### config.mk
export PLATFORM = sky130hd
export DESIGN_NAME = cl_conveyer_tap
export DESIGN_NICKNAME = d
export VERILOG_FILES = /design/src/rtl/cl_conveyer_pkg.sv /design/src/rtl/cl_conveyer_tap_fifo.sv /design/src/rtl/cl_conveyer_tap.sv
export SDC_FILE = /design/constraint.sdc
export NUM_CORES = 1
export LEC_CHECK = 0
export CORE_MARGIN = 8
export CORE_UTILIZATION = 45
export DETAILED_ROUTE_END_ITERATION = 16
export GPL_ROUTABILITY_DRIVEN = 0
export PLACE_DENSITY = 0.75
export SLEW_MARGIN = 20
export SYNTH_ARGS = -nofsm -noshare
export SYNTH_HDL_FRONTEND = slang
export SYNTH_HIERARCHICAL = 1
export SYNTH_SLANG_ARGS = --single-unit
### constraint.sdc
create_clock -name clock_i -period 2.57 [get_ports clock_i]
set_input_delay 0.257 -clock clock_i [delete_from_list [all_inputs] [get_ports clock_i]]
set_output_delay 0.257 -clock clock_i [all_outputs]
set_load 0.05 [all_outputs]
### src/rtl/cl_conveyer_pkg.sv
// Shared definitions for the conveyer tap.
//   cnt_width()  : bits needed for a counter that spans 0..max_val inclusive
//   ERR_OVERFLOW : value latched into the sticky overflow flag
package cl_conveyer_pkg;

  localparam logic ERR_OVERFLOW = 1'b1;

  function automatic int unsigned cnt_width(input int unsigned max_val);
    return (max_val < 1) ? 1 : $clog2(max_val + 1);
  endfunction

endpackage

### src/rtl/cl_conveyer_tap_fifo.sv
// First-word-fall-through result FIFO with an occupancy count.
//   clock_i/reset_i : clock, synchronous active-high reset (discards contents)
//   i_wr/i_wr_data  : write strobe and data; ignored when full unless a read
//                     happens in the same cycle
//   i_rd            : pop the head entry (ignored when empty)
//   o_rd_data       : head entry, valid whenever o_empty is low
//   o_empty         : no entries held
//   o_count         : number of entries held
module cl_conveyer_tap_fifo
  import cl_conveyer_pkg::*;
#(
  parameter type         T_RES = logic [7:0],
  parameter int unsigned DEPTH = 2
) (
  input  logic                          clock_i,
  input  logic                          reset_i,
  input  logic                          i_wr,
  input  logic [$bits(T_RES)-1:0]       i_wr_data,
  input  logic                          i_rd,
  output logic [$bits(T_RES)-1:0]       o_rd_data,
  output logic                          o_empty,
  output logic [cnt_width(DEPTH)-1:0]   o_count
);

  localparam int unsigned PW = (DEPTH > 1) ? $clog2(DEPTH) : 1;
  localparam int unsigned CW = cnt_width(DEPTH);
  localparam int unsigned DW = $bits(T_RES);
  localparam logic [CW-1:0] DEPTH_C = CW'(DEPTH);
  localparam logic [PW-1:0] LAST_C  = PW'(DEPTH - 1);

  logic [DW-1:0] r_mem [DEPTH];
  logic [PW-1:0] r_wr_ptr;
  logic [PW-1:0] r_rd_ptr;
  logic [CW-1:0] r_count;
  logic          w_rd;
  logic          w_wr;

  // Pointers wrap at DEPTH, which need not be a power of two.
  function automatic logic [PW-1:0] ptr_next(input logic [PW-1:0] p);
    return (p == LAST_C) ? '0 : p + 1'b1;
  endfunction

  assign w_rd = i_rd && (r_count != '0);
  // A read in the same cycle frees the slot, so a write into a full FIFO is
  // still accepted.
  assign w_wr = i_wr && ((r_count != DEPTH_C) || w_rd);

  always_ff @(posedge clock_i) begin
    if (reset_i) begin
      r_wr_ptr <= '0;
      r_rd_ptr <= '0;
      r_count  <= '0;
    end else begin
      if (w_wr) r_wr_ptr <= ptr_next(r_wr_ptr);
      if (w_rd) r_rd_ptr <= ptr_next(r_rd_ptr);
      case ({w_wr, w_rd})
        2'b10:   r_count <= r_count + 1'b1;
        2'b01:   r_count <= r_count - 1'b1;
        default: r_count <= r_count;
      endcase
    end
  end

  always_ff @(posedge clock_i) begin
    if (w_wr) r_mem[r_wr_ptr] <= i_wr_data;
  end

  assign o_rd_data = r_mem[r_rd_ptr];
  assign o_empty   = (r_count == '0);
  assign o_count   = r_count;

endmodule

### src/rtl/cl_conveyer_tap.sv
// Worker-side end of a conveyer chain: takes jobs from the last conveyer
// stage, hands them to one PE, and queues the PE results towards the result
// conveyer. The PE result port has no backpressure, so a job is only issued
// while a FIFO slot for its result is guaranteed (credit counter).
//   clock_i, reset_i                          : clock, sync active-high reset
//   in_job_tdata/tvalid/tready                : job stream in
//   pe_job_data/valid/ready                   : job handoff to the PE
//   pe_res_data/valid                         : PE result strobe (no ready)
//   out_res_tdata/tvalid/tready               : result stream out
//   outstanding_o                             : jobs issued, result not yet out
//   jobs_done_o                               : results delivered (wraps)
//   overflow_o                                : sticky, result hit a full FIFO
module cl_conveyer_tap
  import cl_conveyer_pkg::*;
#(
  parameter type         T_JOB           = logic [7:0],
  parameter type         T_RES           = logic [7:0],
  parameter int unsigned MAX_OUTSTANDING = 2,
  parameter int unsigned REG_VERSION     = 1
) (
  input  logic                                  clock_i,
  input  logic                                  reset_i,
  input  logic [$bits(T_JOB)-1:0]               in_job_tdata,
  input  logic                                  in_job_tvalid,
  output logic                                  in_job_tready,
  output logic [$bits(T_JOB)-1:0]               pe_job_data,
  output logic                                  pe_job_valid,
  input  logic                                  pe_job_ready,
  input  logic [$bits(T_RES)-1:0]               pe_res_data,
  input  logic                                  pe_res_valid,
  output logic [$bits(T_RES)-1:0]               out_res_tdata,
  output logic                                  out_res_tvalid,
  input  logic                                  out_res_tready,
  output logic [cnt_width(MAX_OUTSTANDING)-1:0] outstanding_o,
  output logic [31:0]                           jobs_done_o,
  output logic                                  overflow_o
);

  localparam int unsigned CW = cnt_width(MAX_OUTSTANDING);
  localparam int unsigned JW = $bits(T_JOB);
  localparam logic [CW-1:0] MAX_C = CW'(MAX_OUTSTANDING);

  logic          r_job_full;
  logic [JW-1:0] r_job_data;
  logic [CW-1:0] r_outstanding;
  logic [31:0]   r_jobs_done;
  logic          r_overflow;

  logic          w_fill;
  logic          w_issue;
  logic          w_deq;
  logic          w_fifo_empty;
  logic [CW-1:0] w_fifo_count;

  assign pe_job_valid = r_job_full && (r_outstanding < MAX_C);
  assign pe_job_data  = r_job_data;
  assign w_issue      = pe_job_valid && pe_job_ready;

  // With REG_VERSION=1 tready depends only on the job register, which keeps
  // out_res_tready (via the credit count) out of the tready cone.
  assign in_job_tready = !r_job_full || ((REG_VERSION == 0) && w_issue);
  assign w_fill        = in_job_tvalid && in_job_tready;

  assign out_res_tvalid = !w_fifo_empty;
  assign w_deq          = out_res_tvalid && out_res_tready;

  always_ff @(posedge clock_i) begin
    if (reset_i) begin
      r_job_full <= 1'b0;
      r_job_data <= '0;
    end else if (w_fill) begin
      // Covers the simultaneous issue+reload case: register stays full.
      r_job_full <= 1'b1;
      r_job_data <= in_job_tdata;
    end else if (w_issue) begin
      r_job_full <= 1'b0;
    end
  end

  always_ff @(posedge clock_i) begin
    if (reset_i) begin
      r_outstanding <= '0;
      r_jobs_done   <= '0;
      r_overflow    <= 1'b0;
    end else begin
      case ({w_issue, w_deq})
        2'b10:   r_outstanding <= r_outstanding + 1'b1;
        2'b01:   r_outstanding <= r_outstanding - 1'b1;
        default: r_outstanding <= r_outstanding;
      endcase
      if (w_deq) r_jobs_done <= r_jobs_done + 32'd1;
      if (pe_res_valid && (w_fifo_count == MAX_C) && !w_deq)
        r_overflow <= ERR_OVERFLOW;
    end
  end

  cl_conveyer_tap_fifo #(
    .T_RES (T_RES),
    .DEPTH (MAX_OUTSTANDING)
  ) u_fifo (
    .clock_i   (clock_i),
    .reset_i   (reset_i),
    .i_wr      (pe_res_valid),
    .i_wr_data (pe_res_data),
    .i_rd      (w_deq),
    .o_rd_data (out_res_tdata),
    .o_empty   (w_fifo_empty),
    .o_count   (w_fifo_count)
  );

  assign outstanding_o = r_outstanding;
  assign jobs_done_o   = r_jobs_done;
  assign overflow_o    = r_overflow;

endmodule

==> flow_summary_export.csv <==
group,metric,value,unit
cts,insertion_delay,330,ps
cts,numCtsBuffers,9,
timing,worst_slack,344,ps
grt,grt_max_degree,38,
logic_synthesis,syn_inst,276,
setup_path,slowest_delay,700,ps
routing,drt-pass1-iter-count,4,
timing,hold_viol,0,
routing,drc_errors,0,
logic_synthesis,synth_area,2850,sq um
setup_path,cp_top_family,"buffers and inverters",
setup_path,critPathBufInv,1,
logic_synthesis,synth_top_area_share,34.4,%
floorplan,initial_utilization,45.7,%
setup_path,critPathKind,"register to primary output",
setup_path,setup.worst_path.start_class,"register",
floorplan,core_area,6240,sq um
routing,vias,2337,
cts,cts_tree,"done",
logic_synthesis,ys_top_cells_by_area,"dfxtp_1 (34%), edfxtp_1 (17%), nor2_1 (4.7%)",
logic_synthesis,yosysSeqAreaShare,51.3,%
timing,slew_viol_final,0,
timing,max_freq,449,MHz
pwr,p_per_area,695,nW/um^2
timing,skew,5.75,ps
cts,cts_max_level,3,
floorplan,num_rows,29,
logic_synthesis,ys_seq_elements,65,
logic_synthesis,synthDistinctLibCells,38,
floorplan,dieArea,9140,sq um
setup_path,required,2310,ps
timing,period_needed,2230,ps
finish,fin_nets,379,
finish,diodes,0,
cts,clockBufferDepth,2,
timing,tightest_slew,656,ps
cts,path_clk_slew,70,ps
timing,rsz0062_at_grt,"no",
setup_path,worst_setup_path_end_kind,"primary output",
finish,final_cell_mix,"clkdlybuf4s50_1 (74), dfxtp_1 (49), nor2_1 (36)",
grt,grt-ovfl-total,0,
routing,detail_route.iter0.violations,104,
place,place_hpwl,4.73,mm
timing,setup_viol,0,
timing,fin_crit_sh,86.6,%
cts,ctsResizeCount,0,
grt,grt_pass1_wl,10.7,mm
floorplan,io-pin-count,76,
cts,numClockSinks,65,
floorplan,fp.dieW,95.6,microns
setup_path,worstPathMaxFanout,8,
grt,antenna_found_initial,0,
setup_path,rrSetupSlack,500,ps
finish,final_common_cell,"clkdlybuf4s50_1",
timing,fin_tns_setup,0,ps
routing,viasPerCell,5.36,
timing,slew_headroom,56.3,%
routing,drt-total-wl,6.67,mm
finish,drive_gt1_share,10.6,%
routing,detail-route-antenna-nets,0,
place,port_buffers,75,
pwr,irDropWorstVdd,494,uV
floorplan,dieHeight,95.6,microns
logic_synthesis,synth_nets,301,
pwr,leakage,1.32,nW
finish,synthToLayoutAreaGrowth,34.2,%
grt,grt_pass1_vias,2256,
routing,wire_per_inst,15.3,microns
cts,root_buffer,"clkbuf_8",
finish,fillers,531,
logic_synthesis,yosysWarnings,6,
cts,post_cts_buffers,0,
grt,grt_usage,15.0,%
setup_path,cp_slowest_cell,"clkdlybuf4s50_1",
logic_synthesis,avgSynthCellArea,10.3,sq um
hold_path,min_path_type,"primary input to register",
setup_path,cp.arrival,1970,ps
setup_path,path_cells,"mux2_2 > clkdlybuf4s50_1",
logic_synthesis,yosysTopAreaCell,"dfxtp_1",
place,pre_cts_slack,417,ps
cts,cts-hold-fix-buffers,0,
job,cap_viol_max_count,0,
outcome,status,"completed",
[synthesized netlist by cell type, drive strengths merged]
cell type,count
dfxtp,49
nor2,36
a21oi,19
edfxtp,16
o31ai,15
or4,15
nand2,14
mux2,11
xor2,11
nand4,10
mux2i,9
nand3,9
clkbuf,7
inv,7
buf,6
xnor2,6
o21ai,5
or3,5
and4,4
nor2b,4
and2,3
ha,3
nor4,3
and4b,2
nor3,2
a211oi,1
and3,1
dlymetal6s2s,1
nand4b,1
o21a,1
[per-layer routing]
metal	wire length, microns	up-vias	part of all wire (%)	GRT usage (%)
li1	-	1167	-	-
met1	2860	1094	43	17.4
met2	3040	69	46	23.1
met3	681	7	10	6.77
met4	92	0	1.4	7.30
met5	0	-	0	0
[worst register-to-register path, delay by kind of cell, from the launching register on]
family           cells  cell delay, ps
and+or+nand+nor      4            1130
DFF                  1             470
muxes                1             360
[report_power, final]
part	switching, mW	leakage (nW)	internal [mW]
logic	0.390	0.682	0.254
clock network	0.386	0.0897	0.441
registers	0.0622	0.547	1.13
[per-stage QoR]
step | hold WS [ps] | instances | total power [mW] | util (%) | area, sq um
3_3_place_gp | 452 | 420 | 1.85 | 58.3 | 3640
4_1_cts | 427 | 436 | 2.69 | 61.3 | 3830
6_report | 428 | 436 | 2.66 | 61.3 | 3830
3_5_place_dp | 459 | 420 | 1.86 | 58.3 | 3640
5_1_grt | 454 | 436 | 2.78 | 61.3 | 3830
2_1_floorplan | 326 | 276 | 1.64 | - | 2850
[flip-flops by register name (all words and copies together), names as in the netlist, named ones only]
name and count:
u_fifo/o_count 2, jobs_done_o 32, pe_job_data 8, overflow_o 1, u_fifo/r_rd_ptr 1, u_fifo/r_mem 16
outstanding_o 2, r_job_full 1, u_fifo/r_wr_ptr 1
[worst paths after layout]
check	startpoint	endpoint	cells after the start
max	register	out_res_tdata[1]	2
max reg2reg	u_fifo/o_count[0]$_SDFFE_PP0P_	jobs_done_o[24]$_SDFFE_PP0P_	5
min reg2reg	overflow_o$_SDFFE_PP0P_	overflow_o$_SDFFE_PP0P_	2
min	reset_i	pe_job_data[0]$_SDFFE_PP0P_	2
[final cells by class]
cell class / instances / area (sq um) / share of cell area (%)
Clock buffer: 10 / 128 / 3.34
Clock inverter: 6 / 58.8 / 1.54
Inverter: 7 / 26.3 / 0.687
Multi-Input combinational cell: 190 / 1260 / 33.1
Sequential cell: 65 / 1460 / 38.2
Tap cell: 77 / 96.3 / 2.52
Timing Repair Buffer: 81 / 791 / 20.7
[cell families (layout without fill, tap and decap cells)]
logic type | Yosys count | in the layout | synth area share, %
buf+inv | 21 | 104 | 4.39
compound gates | 41 | 41 | 8.91
fa+ha+maj | 3 | 3 | 1.32
xor+xnor | 17 | 17 | 5.22
mux | 20 | 20 | 7.50
simple gates | 109 | 109 | 21.4
flops | 65 | 65 | 51.3
Note: power is estimated with default switching activity, not from simulation.
